[src/rtl/mitch_pkg.sv]
// Shared types and constants for the Mitchell-logarithm approximate arithmetic blocks.
package mitch_pkg;

  localparam int          W_DEFAULT = 6;
  localparam int          W_MAX     = 15;
  localparam int          Q_FRAC    = 16;
  localparam logic [31:0] DZ_VALUE  = 32'hFFFF_FFFF;

  // Mantissa is carried at the widest legal width, left-aligned; bits below W are zero.
  typedef struct packed {
    logic [3:0]       k;
    logic [W_MAX-1:0] m;
    logic             z;
  } log_t;

  function automatic logic [3:0] lead_one(input logic [15:0] v);
    logic [3:0] idx;
    idx = '0;
    for (int i = 0; i < 16; i++) begin
      if (v[i]) idx = 4'(i);
    end
    return idx;
  endfunction

endpackage

[src/rtl/mitch_lod.sv]
// Leading-one detector plus mantissa aligner: converts a 16-bit operand to truncated log form.
module mitch_lod
  import mitch_pkg::*;
#(
  parameter int W = W_DEFAULT
) (
  input  logic [15:0] v,
  output log_t        l
);

  logic [15:0] frac;

  // NOTE: every output of a combinational block is assigned on every path, so no latch is inferred.
  always_comb begin
    l.k  = lead_one(v);
    l.z  = (v == '0);
    frac = v << (4'd15 - l.k);
    l.m  = frac[14:0] & ~(15'h7FFF >> W);
  end

endmodule

[src/rtl/mitch_div_pipe.sv]
// Three-stage pipelined Mitchell approximate divider: LOD, log subtract, antilog to Q16.16.
module mitch_div_pipe
  import mitch_pkg::*;
#(
  parameter int W = W_DEFAULT
) (
  input  logic        clk,
  input  logic        rst_n,
  input  logic [15:0] x,
  input  logic [15:0] y,
  input  logic        in_valid,
  output logic        in_ready,
  output logic [31:0] q_out,
  output logic        dz_out,
  output logic        out_valid,
  input  logic        out_ready
);

  localparam int SHR     = W_MAX - W;
  localparam int SH_BIAS = 32 + Q_FRAC - W;

  logic en;
  log_t lx, ly;

  logic v1, v2;
  log_t s1_x, s1_y;

  logic signed [4:0] s2_kd;
  logic        [W:0] s2_d;
  logic              s2_zx, s2_zy;

  logic        [W:0] mant;
  logic signed [5:0] exp_v;
  logic        [5:0] sh;
  logic       [31:0] q_calc;
  logic       [31:0] q_next;
  logic              dz_next;

  assign en       = !out_valid | out_ready;
  assign in_ready = en;

  mitch_lod #(.W(W)) u_lod_x (.v(x), .l(lx));
  mitch_lod #(.W(W)) u_lod_y (.v(y), .l(ly));

  always_ff @(posedge clk) begin
    if (!rst_n) begin
      v1        <= 1'b0;
      v2        <= 1'b0;
      out_valid <= 1'b0;
      q_out     <= '0;
      dz_out    <= 1'b0;
    end else if (en) begin
      v1        <= in_valid;
      v2        <= v1;
      out_valid <= v2;
      if (v2) begin
        q_out  <= q_next;
        dz_out <= dz_next;
      end
    end
  end

  // NOTE: internal stage data needs no reset; it is only ever observed behind a cleared valid.
  always_ff @(posedge clk) begin
    if (en && in_valid) begin
      s1_x <= lx;
      s1_y <= ly;
    end
    if (en && v1) begin
      s2_kd <= 5'(s1_x.k) - 5'(s1_y.k);
      s2_d  <= (W+1)'({1'b0, s1_x.m >> SHR} - {1'b0, s1_y.m >> SHR});
      s2_zx <= s1_x.z;
      s2_zy <= s1_y.z;
    end
  end

  // A negative d read as unsigned already equals 2 + d at W fraction bits.
  always_comb begin
    mant   = s2_d[W] ? s2_d : {1'b1, s2_d[W-1:0]};
    exp_v  = {s2_kd[4], s2_kd} - 6'(s2_d[W]);
    sh     = 6'(exp_v) + 6'(SH_BIAS);
    q_calc = 32'((64'(mant) << sh) >> 32);

    q_next  = q_calc;
    dz_next = 1'b0;
    if (s2_zy) begin
      q_next  = DZ_VALUE;
      dz_next = 1'b1;
    end else if (s2_zx) begin
      q_next  = '0;
    end
  end

endmodule

[config.mk]
export PLATFORM = sky130hd
export DESIGN_NAME = mitch_div_pipe
export DESIGN_NICKNAME = d
export VERILOG_FILES = /design/src/rtl/mitch_pkg.sv /design/src/rtl/mitch_lod.sv /design/src/rtl/mitch_div_pipe.sv
export SDC_FILE = /design/constraint.sdc
export NUM_CORES = 1
export LEC_CHECK = 0
export CAP_MARGIN = 0
export CORE_MARGIN = 2
export CORE_UTILIZATION = 56
export DETAILED_ROUTE_END_ITERATION = 7
export PLACE_DENSITY = 0.82
export SETUP_SLACK_MARGIN = 0.1
export SKIP_CTS_REPAIR_TIMING = 1
export SYNTH_ARGS = -nofsm -noshare
export SYNTH_HDL_FRONTEND = slang
export SYNTH_SLANG_ARGS = --single-unit
[constraint.sdc]
create_clock -name clk -period 2.9 [get_ports clk]
set_input_delay 0.58 -clock clk [delete_from_list [all_inputs] [get_ports clk]]
set_output_delay 0.58 -clock clk [all_outputs]
set_load 0.02 [all_outputs]
# After elaboration in Yosys (flattened, before gate mapping)
# Cells that the tools add are included.
totals:
  regBits: 72
  output_inout_bits: 35
  elab_cells: 64
  in_bits: 36
classes:
  shift: 3
  bitwise: 1
  muxes: 33
  reduce_logical: 6
  add_sub_neg: 6
ops:
  columns: ["op", "count"]
  rows:
  - ["4-bit two-way mux", 28]
  - ["32-bit two-way mux", 2]
  - ["7-bit by 6-bit << shifter with 64-bit output", 1]
  - ["16-bit zero test", 2]
  - ["16-bit by 4-bit << shifter with 15-bit output", 2]
  - ["4-bit subtractor (first input constant)", 2]
  - ["6-bit by 6-bit subtractor with 7-bit output", 1]
  - ["6-bit adder (second input constant)", 1]
  - ["5-bit by 2-bit subtractor with 6-bit output", 1]
  - ["4-bit by 4-bit subtractor with 5-bit output", 1]
  - ["1-bit two-way mux", 3]
  - ["1-bit logical AND", 2]
  - ["2-bit AND reduction", 1]
  - ["1-bit zero test", 1]
  - ["1-bit OR", 1]

# Logic depth before layout (Yosys ltp)
logic_depth:
  word_depth: 17
  depth_mapped: 13
  depth_no_buf: 12

# Cells and area by module
# Synthesis repeated with hierarchy kept, for this count alone.
hier_totals:
  cells_unflattened: 626
  area_unflattened_um2: 5393.9
modules_own_cells:
  columns: ["mod", "area_each_um2", "cells_each", "seq_area_each_um2", "instances"]
  rows:
  - ["mitch_div_pipe", 3692.3, 360, 1801.7, 1]
  - ["mitch_lod", 850.8, 133, 0.0, 2]

# Least setup slack after synthesis
# Ideal clock, no wire load.
synth_timing:
  kind: "in2reg"
  from: "input port x[15]"
  to: "register s1_x[12] (netlist bit) (data pin)"
  path_buffers: 2
  setup_time_ns: 0.265
  cell_stages: 8
  required_ns: 2.635
  slack_ns: 0.469
  arrival_ns: 2.166
  path_cell_list: "clkbuf_1 > nor2_1 > o31ai_4 > a21oi_1 > buf_2 > mux2i_1 > a211oi_1 > or3_1"
synth_rtl:
  columns: ["element", "line_no", "source"]
  rows:
  - ["from (decl)", "mitch_div_pipe.sv:9", "input logic [15:0] x,"]
  - ["to (signal assigned)", "mitch_div_pipe.sv:66", "s1_x <= lx;"]
  - ["to (decl)", "mitch_div_pipe.sv:26", "log_t s1_x, s1_y;"]

# Worst setup path after layout
layout_timing:
  from: "register s2_kd[0]"
  to: "register q_out[13]"
layout_between:
  elab_chain_len: 5
layout_lines:
  columns: ["element", "line_no", "source"]
  rows:
  - ["from (decl)", "mitch_div_pipe.sv:28", "logic signed [4:0] s2_kd;"]
  - ["from (signal assigned)", "mitch_div_pipe.sv:70", "s2_kd <= 5'(s1_x.k) - 5'(s1_y.k);"]
  - ["5-bit by 2-bit subtractor with 6-bit output", "mitch_div_pipe.sv:80", "exp_v = {s2_kd[4], s2_kd} - 6'(s2_d[W]);"]
  - ["6-bit adder", "mitch_div_pipe.sv:81", "sh = 6'(exp_v) + 6'(SH_BIAS);"]
  - ["7-bit by 6-bit << shifter with 64-bit output", "mitch_div_pipe.sv:82", "q_calc = 32'((64'(mant) << sh) >> 32);"]
  - ["32-bit two-way mux", "mitch_div_pipe.sv:89", "end else if (s2_zx) begin"]
  - ["32-bit two-way mux", "mitch_div_pipe.sv:86", "if (s2_zy) begin"]
  - ["to (signal assigned)", "mitch_div_pipe.sv:57", "q_out <= q_next;"]
  - ["to (decl)", "mitch_div_pipe.sv:13", "output logic [31:0] q_out,"]
# No other way between the ends.
# A chain may end at the register's enable or synchronous reset.

==> impl_metrics.yaml <==
floorplan:
  row_count: 34
  dieArea_sq_um: 9700
  die_w_microns: 98.5
  initial_core_util: 0.576
  die_h_microns: 98.5
  coreArea_sq_um: 8680
  io_pins: 71
setup_path:
  critPathKind: "flip-flop to flip-flop"
  crit_arrival_ns: 2.89
  path_max_fanout: 3
  worstPathRequired_ns: 3.16
  slowest_stage: "mux4_2"
  worstSetupStartpointType: "flip-flop"
  cpPeakStageDelay_ns: 0.54
  cp_cell_sequence: "inv_1 > ha_1 > inv_1 > ha_1 > mux4_2 > nand2_1 > o21ai_0 > o21ai_0 > o21ai_0 > o211a_1"
  cp_common_cell: "o21ai_0"
  endpoint_kind: "flip-flop"
place:
  port_buffers: 70
  dp_hpwl_microns: 10700
  dp.cells: 795
  gp_congestion: 0.982
  dpl_worst_slack_ns: -0.128
  placed_cell_area_sq_um: 6290
clock_tree:
  clock_latency_ns: 0.36
  root_buffer: "clkbuf_8"
  clock-sinks: 72
  numCtsBuffers: 9
  cts.clk_slew.worst_paths_ns: 0.08
  clock_path_buffers: 2
  cts_tree: "built"
  htree_levels: 3
drt:
  totalWireLength_microns: 13400
  detail_route.wl_per_cell_microns: 16.5
  drcViolationCount: 0
  vias: 4830
  drtIter0Drc: 225
  final_antenna_net_count: 0
  routed_via_density: 5.96
  first_pass_iters: 4
global_routing:
  use_met2: 0.530
  met1_usage: 0.324
  use_met3: 0.0376
  grt_pass1_vias: 4724
  antenna_found_initial: 0
  grt_pass1_wl_microns: 22300
  grt_max_degree: 28
  top_usage_layer: "met2"
  grt_use_total: 0.280
  overflow: 0
layout:
  syn_to_final_growth_pct: 29.9
  drive_gt1_frac: 0.168
  stdcell_area_sq_um: 6490
  nFillCells: 675
  instances_no_fill: 811
  num_antenna_cells: 0
  final_util: 0.748
  final_nets: 752
sta:
  period_minus_slack_ns: 2.63
  timing.hold.ws_ns: 0.423
  rsz0062_at_grt: "false"
  finalCritPeriodShare: 0.908
  layout_setup_ws_ns: 0.266
  setup_viol: 0
  worst-slew-pin-transition_ns: 0.794
  relSlewSlack: 0.469
  hold_violations: 0
  fmax_ghz: 0.380
  report.final.slew_viol_count: 0
  fin_skew_ns: 0.0128
min_path:
  min_path_type: "flip-flop to flip-flop"
logic_synthesis:
  synth_seq_area_share: 0.360
  yosys.area.top_type: "edfxtp_1"
  synth_edf_count: 36
  syn_inst: 573
  synth_ff_type: "edfxtp_1"
  yosys.cell_types.count: 68
  async_flop_share: 0
  synth_top_area_frac: 0.216
  syn_area_sq_um: 5000
  ys_warn_count: 0
  postSynthRegisterBits: 72
  synth_area_leaders: "edfxtp_1 22%, dfxtp_1 14%, o21ai_0 5.8%"
  synth_area_per_cell_sq_um: 8.73
  syn_nets: 627
status:
  status: "finished, final reports clean"
pwr:
  powerDensity_nw_per_um2: 442
  power_leakage_nw: 2.75
  peakVddDrop_uv: 241
job:
  cap_viol_max_count: 0
==> final timing paths <==
| check | startpoint | endpoint | slack, ns | cells after the start |
|---|---|---|---|---|
| setup / recovery | s2_kd[0]$_DFFE_PP_ | q_out[13]$_SDFFE_PN0P_ | 0.27 | 10 |
| hold / removal | s1_y[0]$_DFFE_PP_ | s2_zy$_DFFE_PP_ | 0.42 | 0 |
| setup reg to reg | s2_kd[0]$_DFFE_PP_ | q_out[13]$_SDFFE_PN0P_ | 0.27 | 10 |
| hold reg to reg | s1_y[0]$_DFFE_PP_ | s2_zy$_DFFE_PP_ | 0.42 | 0 |
==> where the power goes <==
part / switching [mW] / leakage, nW / internal [mW]
Combinational: 0.500 / 2.03 / 0.405
Sequential: 0.0359 / 0.629 / 1.15
Clock: 0.393 / 0.0990 / 0.388
Total: 0.930 / 2.75 / 1.94
==> metal layers <==
metal / share of wire / vias to the layer above
met5: 0 / -
met4: 0.023 / 0
li1: - / 2386
met2: 0.54 / 134
met1: 0.41 / 2284
met3: 0.035 / 26
==> cells by family after synthesis <==
family / Yosys count / share of synthesized area
buf+inv: 69 / 0.0563
simple gates: 177 / 0.183
fa+ha+maj: 18 / 0.0480
xor+xnor: 9 / 0.0158
mux: 37 / 0.0803
flops: 72 / 0.360
compound gates: 191 / 0.256
==> synth_stat cells, types with 8 or more instances <==
cell type	instances
nor2b_1	12
edfxtp_1	36
mux2i_1	27
clkbuf_1	21
nand2_1	51
buf_2	10
or3_1	8
ha_1	16
nor2_1	38
nand3_1	15
o211a_1	12
a21oi_1	42
and2_1	10
o21ai_0	58
dfxtp_1	36
nand2b_1	11
inv_1	35
==> stage by stage <==
| step | power (mW) | TNS, ns |
|---|---|---|
| after floorplan | 1.74 | 0 |
| after CTS | 2.87 | 0 |
| after global routing | 3.01 | 0 |
| after detailed placement | 2.10 | -0.317 |
| final | 2.87 | 0 |
| after global placement | 2.07 | -0.133 |
==> worst max-delay path, delay by kind of cell, from the launching register on <==
kind | cells | cell delay [ns]
compound gates | 4 | 0.97
mux | 1 | 0.54
fa+ha+maj | 2 | 0.46
flops | 1 | 0.36
buf+inv | 2 | 0.12
simple gates | 1 | 0.08
==> layout make-up <==
class                   count  area (sq um)  share of cell area
multi-input cells         432          2940               0.452
flip-flops and latches     72          1800               0.277
repair buffers            146          1280               0.198
clock buffers              11           163              0.0250
inverters                  37           141              0.0218
well taps                 108           135              0.0208
clock inverters             5          35.0             0.00539
==> state kept, by name (all words and copies together) (netlist names) <==
name	count
v2	1
s2_kd	5
s1_x	11
out_valid	1
s1_y	11
dz_out	1
s2_zy	1
s2_zx	1
s2_d	7
v1	1
q_out	32
==> cell usage in the layout, fill, tap and decap left out, drive strengths merged, types with 4 or more instances in the layout <==
cell / n
o21ai: 60
and2: 10
a21o: 5
and3: 7
nor4: 8
clkbuf: 11
nor2b: 12
a31oi: 5
buf: 76
o21a: 5
o31a: 4
a22oi: 6
a32oi: 5
or4: 4
a21oi: 42
nor2: 38
dfxtp: 36
a211oi: 7
o31ai: 4
inv: 39
nand2b: 11
or3: 8
clkdlybuf4s50: 70
mux2: 9
xnor2: 5
mux2i: 27
edfxtp: 36
xor2: 4
nor3: 6
ha: 16
nand2: 51
o211a: 12
o211ai: 7
nand3: 15
(Power assumes the default switching activity.)
